--- config.mk ---
export PLATFORM = sky130hd
export DESIGN_NAME = result_collector
export DESIGN_NICKNAME = d
export VERILOG_FILES = /design/src/rtl/result_collector.sv
export SDC_FILE = /design/constraint.sdc
export NUM_CORES = 1
export LEC_CHECK = 0
export ABC_AREA = 1
export CORE_AREA = 2 2 173 175
export CTS_CLUSTER_DIAMETER = 50
export CTS_CLUSTER_SIZE = 25
export DETAILED_ROUTE_END_ITERATION = 8
export DIE_AREA = 0 0 175 177
export GPL_TIMING_DRIVEN = 0
export HOLD_SLACK_MARGIN = 0.03
export PLACE_DENSITY = 0.64
export REMOVE_ABC_BUFFERS = 1
export SLEW_MARGIN = 40
export SYNTH_ARGS = -nofsm -noshare
export SYNTH_HDL_FRONTEND = slang
export SYNTH_SLANG_ARGS = --single-unit
--- constraint.sdc ---
create_clock -name clk_i -period 1.35 [get_ports clk_i]
set_input_delay 0.27 -clock clk_i [delete_from_list [all_inputs] [get_ports clk_i]]
set_output_delay 0.27 -clock clk_i [all_outputs]
set_load 0.005 [all_outputs]
--- src/rtl/result_collector.sv ---
// result_collector: write-back stage that round-robin arbitrates EU result streams onto one RF write port.
//
// Ports:
//   clk_i, rst_ni            clock, synchronous active-low reset
//   eu_to_rc_valid_i         per-EU result valid
//   rc_to_eu_ready_o         per-EU result accepted (only the granted EU can see 1)
//   eu_to_rc_tag_i           per-EU instruction id {tag, wid}
//   eu_to_rc_act_mask_i      per-EU active-thread mask
//   eu_to_rc_dst_i           per-EU destination register index
//   eu_to_rc_data_i          per-EU warp result, thread i at [i*RegWidth +: RegWidth]
//   rc_to_rf_valid_o         register-file write request (entry full)
//   rf_to_rc_ready_i         register file accepts the write
//   rc_to_rf_wid_o/dst_o/mask_o/data_o   write fields from the output entry
//   rc_to_disp_valid_o       tag-release strobe, one per completed write
//   rc_to_disp_wid_o/tag_o   warp and tag being released
//   perf_retired_o           per-EU accepted-result counters (RC_PERF_COUNTERS_EN only)
//   perf_stall_o             cycles stalled on RF backpressure (RC_PERF_COUNTERS_EN only)
//
// Optional feature macro: RC_PERF_COUNTERS_EN
module result_collector #(
    parameter int NumEus      = 2,
    parameter int NumTags     = 8,
    parameter int RegWidth    = 32,
    parameter int WarpWidth   = 4,
    parameter int NumWarps    = 8,
    parameter int RegIdxWidth = 8,
    localparam int TagWidth   = $clog2(NumTags),
    localparam int WidWidth   = NumWarps > 1 ? $clog2(NumWarps) : 1,
    localparam int EuIdxWidth = NumEus > 1 ? $clog2(NumEus) : 1,
    localparam int IidWidth   = TagWidth + WidWidth,
    localparam int DataWidth  = RegWidth * WarpWidth
) (
    input  logic                            clk_i,
    input  logic                            rst_ni,
    input  logic [NumEus-1:0]               eu_to_rc_valid_i,
    output logic [NumEus-1:0]               rc_to_eu_ready_o,
    input  logic [NumEus*IidWidth-1:0]      eu_to_rc_tag_i,
    input  logic [NumEus*WarpWidth-1:0]     eu_to_rc_act_mask_i,
    input  logic [NumEus*RegIdxWidth-1:0]   eu_to_rc_dst_i,
    input  logic [NumEus*DataWidth-1:0]     eu_to_rc_data_i,
    output logic                            rc_to_rf_valid_o,
    input  logic                            rf_to_rc_ready_i,
    output logic [WidWidth-1:0]             rc_to_rf_wid_o,
    output logic [RegIdxWidth-1:0]          rc_to_rf_dst_o,
    output logic [WarpWidth-1:0]            rc_to_rf_mask_o,
    output logic [DataWidth-1:0]            rc_to_rf_data_o,
    output logic                            rc_to_disp_valid_o,
    output logic [WidWidth-1:0]             rc_to_disp_wid_o,
    output logic [TagWidth-1:0]             rc_to_disp_tag_o
`ifdef RC_PERF_COUNTERS_EN
    ,
    output logic [NumEus*32-1:0]            perf_retired_o,
    output logic [31:0]                     perf_stall_o
`endif
);
    localparam logic [EuIdxWidth:0] EusW = (EuIdxWidth + 1)'(NumEus);

    logic                   r_full;
    logic [EuIdxWidth-1:0]  r_rr;
    logic [IidWidth-1:0]    r_iid;
    logic [RegIdxWidth-1:0] r_dst;
    logic [WarpWidth-1:0]   r_mask;
    logic [DataWidth-1:0]   r_data;

    logic                   w_accept_en;
    logic                   w_any;
    logic                   w_eu_fire;
    logic                   w_rf_fire;
    logic [NumEus-1:0]      w_rot;
    logic [EuIdxWidth-1:0]  w_pos;
    logic [EuIdxWidth:0]    w_sum;
    logic [EuIdxWidth:0]    w_inc;
    logic [EuIdxWidth-1:0]  w_grant;
    logic [EuIdxWidth-1:0]  w_rr_next;
    logic [IidWidth-1:0]    w_sel_iid;
    logic [RegIdxWidth-1:0] w_sel_dst;
    logic [WarpWidth-1:0]   w_sel_mask;
    logic [DataWidth-1:0]   w_sel_data;

    assign w_accept_en = !r_full || rf_to_rc_ready_i;
    assign w_any       = |eu_to_rc_valid_i;
    assign w_eu_fire   = w_any && w_accept_en;
    assign w_rf_fire   = r_full && rf_to_rc_ready_i;

    // Rotate valids so that bit 0 is the EU at the round-robin pointer.
    assign w_rot = NumEus'({eu_to_rc_valid_i, eu_to_rc_valid_i} >> r_rr);

    always_comb begin
        w_pos = '0;
        for (int i = NumEus - 1; i >= 0; i--)
            if (w_rot[i]) w_pos = EuIdxWidth'(i);
    end

    assign w_sum     = {1'b0, r_rr} + {1'b0, w_pos};
    assign w_grant   = (w_sum >= EusW) ? EuIdxWidth'(w_sum - EusW) : EuIdxWidth'(w_sum);
    assign w_inc     = {1'b0, w_grant} + 1'b1;
    assign w_rr_next = (w_inc >= EusW) ? EuIdxWidth'(w_inc - EusW) : EuIdxWidth'(w_inc);

    always_comb begin
        rc_to_eu_ready_o = '0;
        w_sel_iid        = '0;
        w_sel_dst        = '0;
        w_sel_mask       = '0;
        w_sel_data       = '0;
        for (int i = 0; i < NumEus; i++) begin
            if (EuIdxWidth'(i) == w_grant) begin
                rc_to_eu_ready_o[i] = w_any && w_accept_en;
                w_sel_iid           = eu_to_rc_tag_i[i*IidWidth +: IidWidth];
                w_sel_dst           = eu_to_rc_dst_i[i*RegIdxWidth +: RegIdxWidth];
                w_sel_mask          = eu_to_rc_act_mask_i[i*WarpWidth +: WarpWidth];
                w_sel_data          = eu_to_rc_data_i[i*DataWidth +: DataWidth];
            end
        end
    end

    // A new accept while the RF drains the old entry keeps full set (no bubble).
    always_ff @(posedge clk_i) begin
        if (!rst_ni) begin
            r_full <= 1'b0;
            r_rr   <= '0;
            r_iid  <= '0;
            r_dst  <= '0;
            r_mask <= '0;
            r_data <= '0;
        end else begin
            r_full <= w_eu_fire || (r_full && !rf_to_rc_ready_i);
            if (w_eu_fire) begin
                r_rr   <= w_rr_next;
                r_iid  <= w_sel_iid;
                r_dst  <= w_sel_dst;
                r_mask <= w_sel_mask;
                r_data <= w_sel_data;
            end
        end
    end

    assign rc_to_rf_valid_o   = r_full;
    assign rc_to_rf_wid_o     = r_iid[WidWidth-1:0];
    assign rc_to_rf_dst_o     = r_dst;
    assign rc_to_rf_mask_o    = r_mask;
    assign rc_to_rf_data_o    = r_data;
    assign rc_to_disp_valid_o = w_rf_fire;
    assign rc_to_disp_wid_o   = r_iid[WidWidth-1:0];
    assign rc_to_disp_tag_o   = r_iid[IidWidth-1:WidWidth];

`ifdef RC_PERF_COUNTERS_EN
    logic [NumEus*32-1:0] r_retired;
    logic [31:0]          r_stall;

    always_ff @(posedge clk_i) begin
        if (!rst_ni) begin
            r_retired <= '0;
            r_stall   <= '0;
        end else begin
            if (r_full && !rf_to_rc_ready_i)
                r_stall <= r_stall + 32'd1;
            for (int i = 0; i < NumEus; i++)
                if (w_eu_fire && EuIdxWidth'(i) == w_grant)
                    r_retired[i*32 +: 32] <= r_retired[i*32 +: 32] + 32'd1;
        end
    end

    assign perf_retired_o = r_retired;
    assign perf_stall_o   = r_stall;
`endif
endmodule

==> reports/results.ini <==
[synth]
synth_edf_count=0
netlist_top_cells_count=nand2_1 (296), nand4_1 (234), nor2_1 (174)
post-synth-top-area-cell=dfxtp_1
ys.flop_type=dfxtp_1
synth_seq_cells=148
yosysUniqueCellTypes=18
synth_area_leaders=dfxtp_1 (38%), nand4_1 (19%), nand2_1 (14%)
syn_avg_cell_area_um2=6.467
synth_top_area_frac=0.3758
synth_cells=1219
yosysSeqAreaShare=0.3758
synth_warnings=0
async_flop_share=0
synth.most_common_cell=nand2_1
syn-cell-area_mm2=0.007884

[cells_and_area]
antennaDiodeCount=0
stdcell_count=2090
fillCellCount=2696
syn_to_final_growth_pct=98.44
finalNetCount=1984
final_util=0.5350
seq_area_mm2=0.003014
multi_input_area_mm2=0.004385
drive_gt1_frac=0.1653

[clock_network]
clock_tree.buffer_depth=2
clk_pin_slew_ns=0.07
htree_levels=4
clockRootBuffer=clkbuf_16
cts_sinks=148
worst_skew_pair.late_latency_ns=0.44
hold_buffers=0
numCtsBuffers=17
cts_tree=yes

[drt]
postRouteAntennaNets=0
drt-initial-drc-count=742
met2WireLength_mm=22.72
wl_mm=46.21
vias_per_cell=5.108
top_layer=met4
drc=0
vias=10680
wl_met1_mm=17.44
drt-wirelength-per-cell_um=22.11
dr_wl_met3_mm=4.006
drtPass1Iterations=5

[timing]
skew_ns=0.008718
finalSetupTns_ns=-22.41
timing.slew.headroom=0.5205
rsz0062_at_grt=yes
fmaxAchievable_mhz=599.9
tightest_slew_ns=0.7193
fin_ws_ns=-0.3170
post-route-period-util=1.235
layout_min_cycle_time_ns=1.667
setup_viol=151
drv_slew=0
hold_viol_final=0

[setup_path]
reg2regPathDepth=7
path_max_fanout=3
worstSetupPathType=reg2out
start_kind=flip-flop
critPathCaptureType=output pin
rrSetupSlack_ns=-0.26
arrival_ns=1.40
worstPathRequired_ns=1.08

[die]
io_pins=450
initial_utilization=0.2696
fp-row-count=63
fp.dieH_um=177
die-area_mm2=0.03098
coreArea_mm2=0.02924
die_x_um=175

[grt]
grt.total_usage=0.2759
first_global_vias=10350
grt_max_degree=64
grt_pass1_wl_mm=63.95
overflow=0
antenna_found_initial=0

[power_and_ir_drop]
cellPowerDensity_mw_per_mm2=945.6
p_leak_nw=7.876
max-vdd-ir-drop_mv=0.6086
total_power_mw=14.79

[hold_path]
min_path_cells=3
hold_class=in2reg

[placed_design]
hpwl_mm=21.15
dp_cells=1949
place_congestion=0.7714
pre_cts_ws_ns=-1.720
portBuffers=449

[outcome]
violations=setup timing
status=complete, but fails checks

[run]
max_cap_violations=0

==> layer usage <==
| layer | vias up | GRT usage |
|---|---|---|
| met5 | - | 0 |
| met4 | 0 | 0.1194 |
| met3 | 114 | 0.07539 |
| met2 | 571 | 0.4807 |
| met1 | 4996 | 0.3172 |
| li1 | 4994 | - |
==> final cells by class <==
type,count,area share
Clock buffer,21,0.02879
Multi-Input combinational cell,817,0.2803
Inverter,153,0.03775
Timing Repair Buffer,550,0.4180
Clock inverter,11,0.01128
Sequential cell,148,0.1927
Tap cell,390,0.03119
==> critical path: stages, from the launching register on <==
cell,delay [ns]
dfxtp_4,0.39
nand2_8,0.06
buf_16,0.14
buf_8,0.12
and3_4,0.14
buf_6,0.11
==> power breakdown <==
| group | leakage, nW | internal, mW | total (mW) | switching (mW) |
|---|---|---|---|---|
| Combinational | 6.35 | 2.44 | 4.58 | 2.13 |
| Sequential | 1.24 | 4.74 | 4.96 | 0.217 |
| Clock | 0.290 | 3.16 | 5.26 | 2.10 |
==> metrics by stage <==
stage               area [um2]  hold WS, ns
floorplan                 7257       0.3676
global placement         12240       0.5084
detailed placement       12550       0.5375
CTS                      15150       0.1729
global route             15650       0.1831
finish                   15650       0.1887
==> placed cells by master (no fill, tap or decap), drive strengths merged <==
master,instances
clkbuf,35
clkinvlp,5
nand3,90
bufinv,4
clkdlybuf4s15,36
and3,1
dfxtp,148
nand4,234
dlygate4sd2,108
nand2,316
buf,94
a21oi,1
clkinv,3
inv,152
a31oi,1
nor2,174
bufbuf,6
clkdlybuf4s50,292
==> flip-flops by register name, indices dropped and copies added, names as in the netlist <==
register,count
r_rr,1
rc_to_rf_data_o,128
rc_to_rf_mask_o,4
rc_to_rf_valid_o,1
rc_to_rf_dst_o,8
r_iid,6
==> worst paths after layout <==
kind | end | from
setup / recovery | rc_to_eu_ready_o[0] | rc_to_rf_valid_o
hold reg to reg | rc_to_rf_data_o[48] | rc_to_rf_data_o[48]
hold / removal | rc_to_rf_data_o[108] | rst_ni
setup reg to reg | rc_to_rf_data_o[51] | r_rr
==> logic make-up (layout without fill, tap and decap cells) <==
| kind of cell | count (synthesis) | in the layout | synth area share |
|---|---|---|---|
| buffers and inverters | 272 | 735 | 0.1524 |
| AO/OA/AOI/OAI | 2 | 2 | 0.001428 |
| flip-flops | 148 | 148 | 0.3758 |
| AND/OR/NAND/NOR | 797 | 815 | 0.4704 |
==> repair_timing <==
item / CTS / global route
setup endpoints to repair: 301 / 184
gates resized for setup: 329 / 136
cloned: 54 / 14
pin swaps: 26 / 53
setup buffers: 42 / 11
No activity file was read; power rests on OpenSTA's default activity.
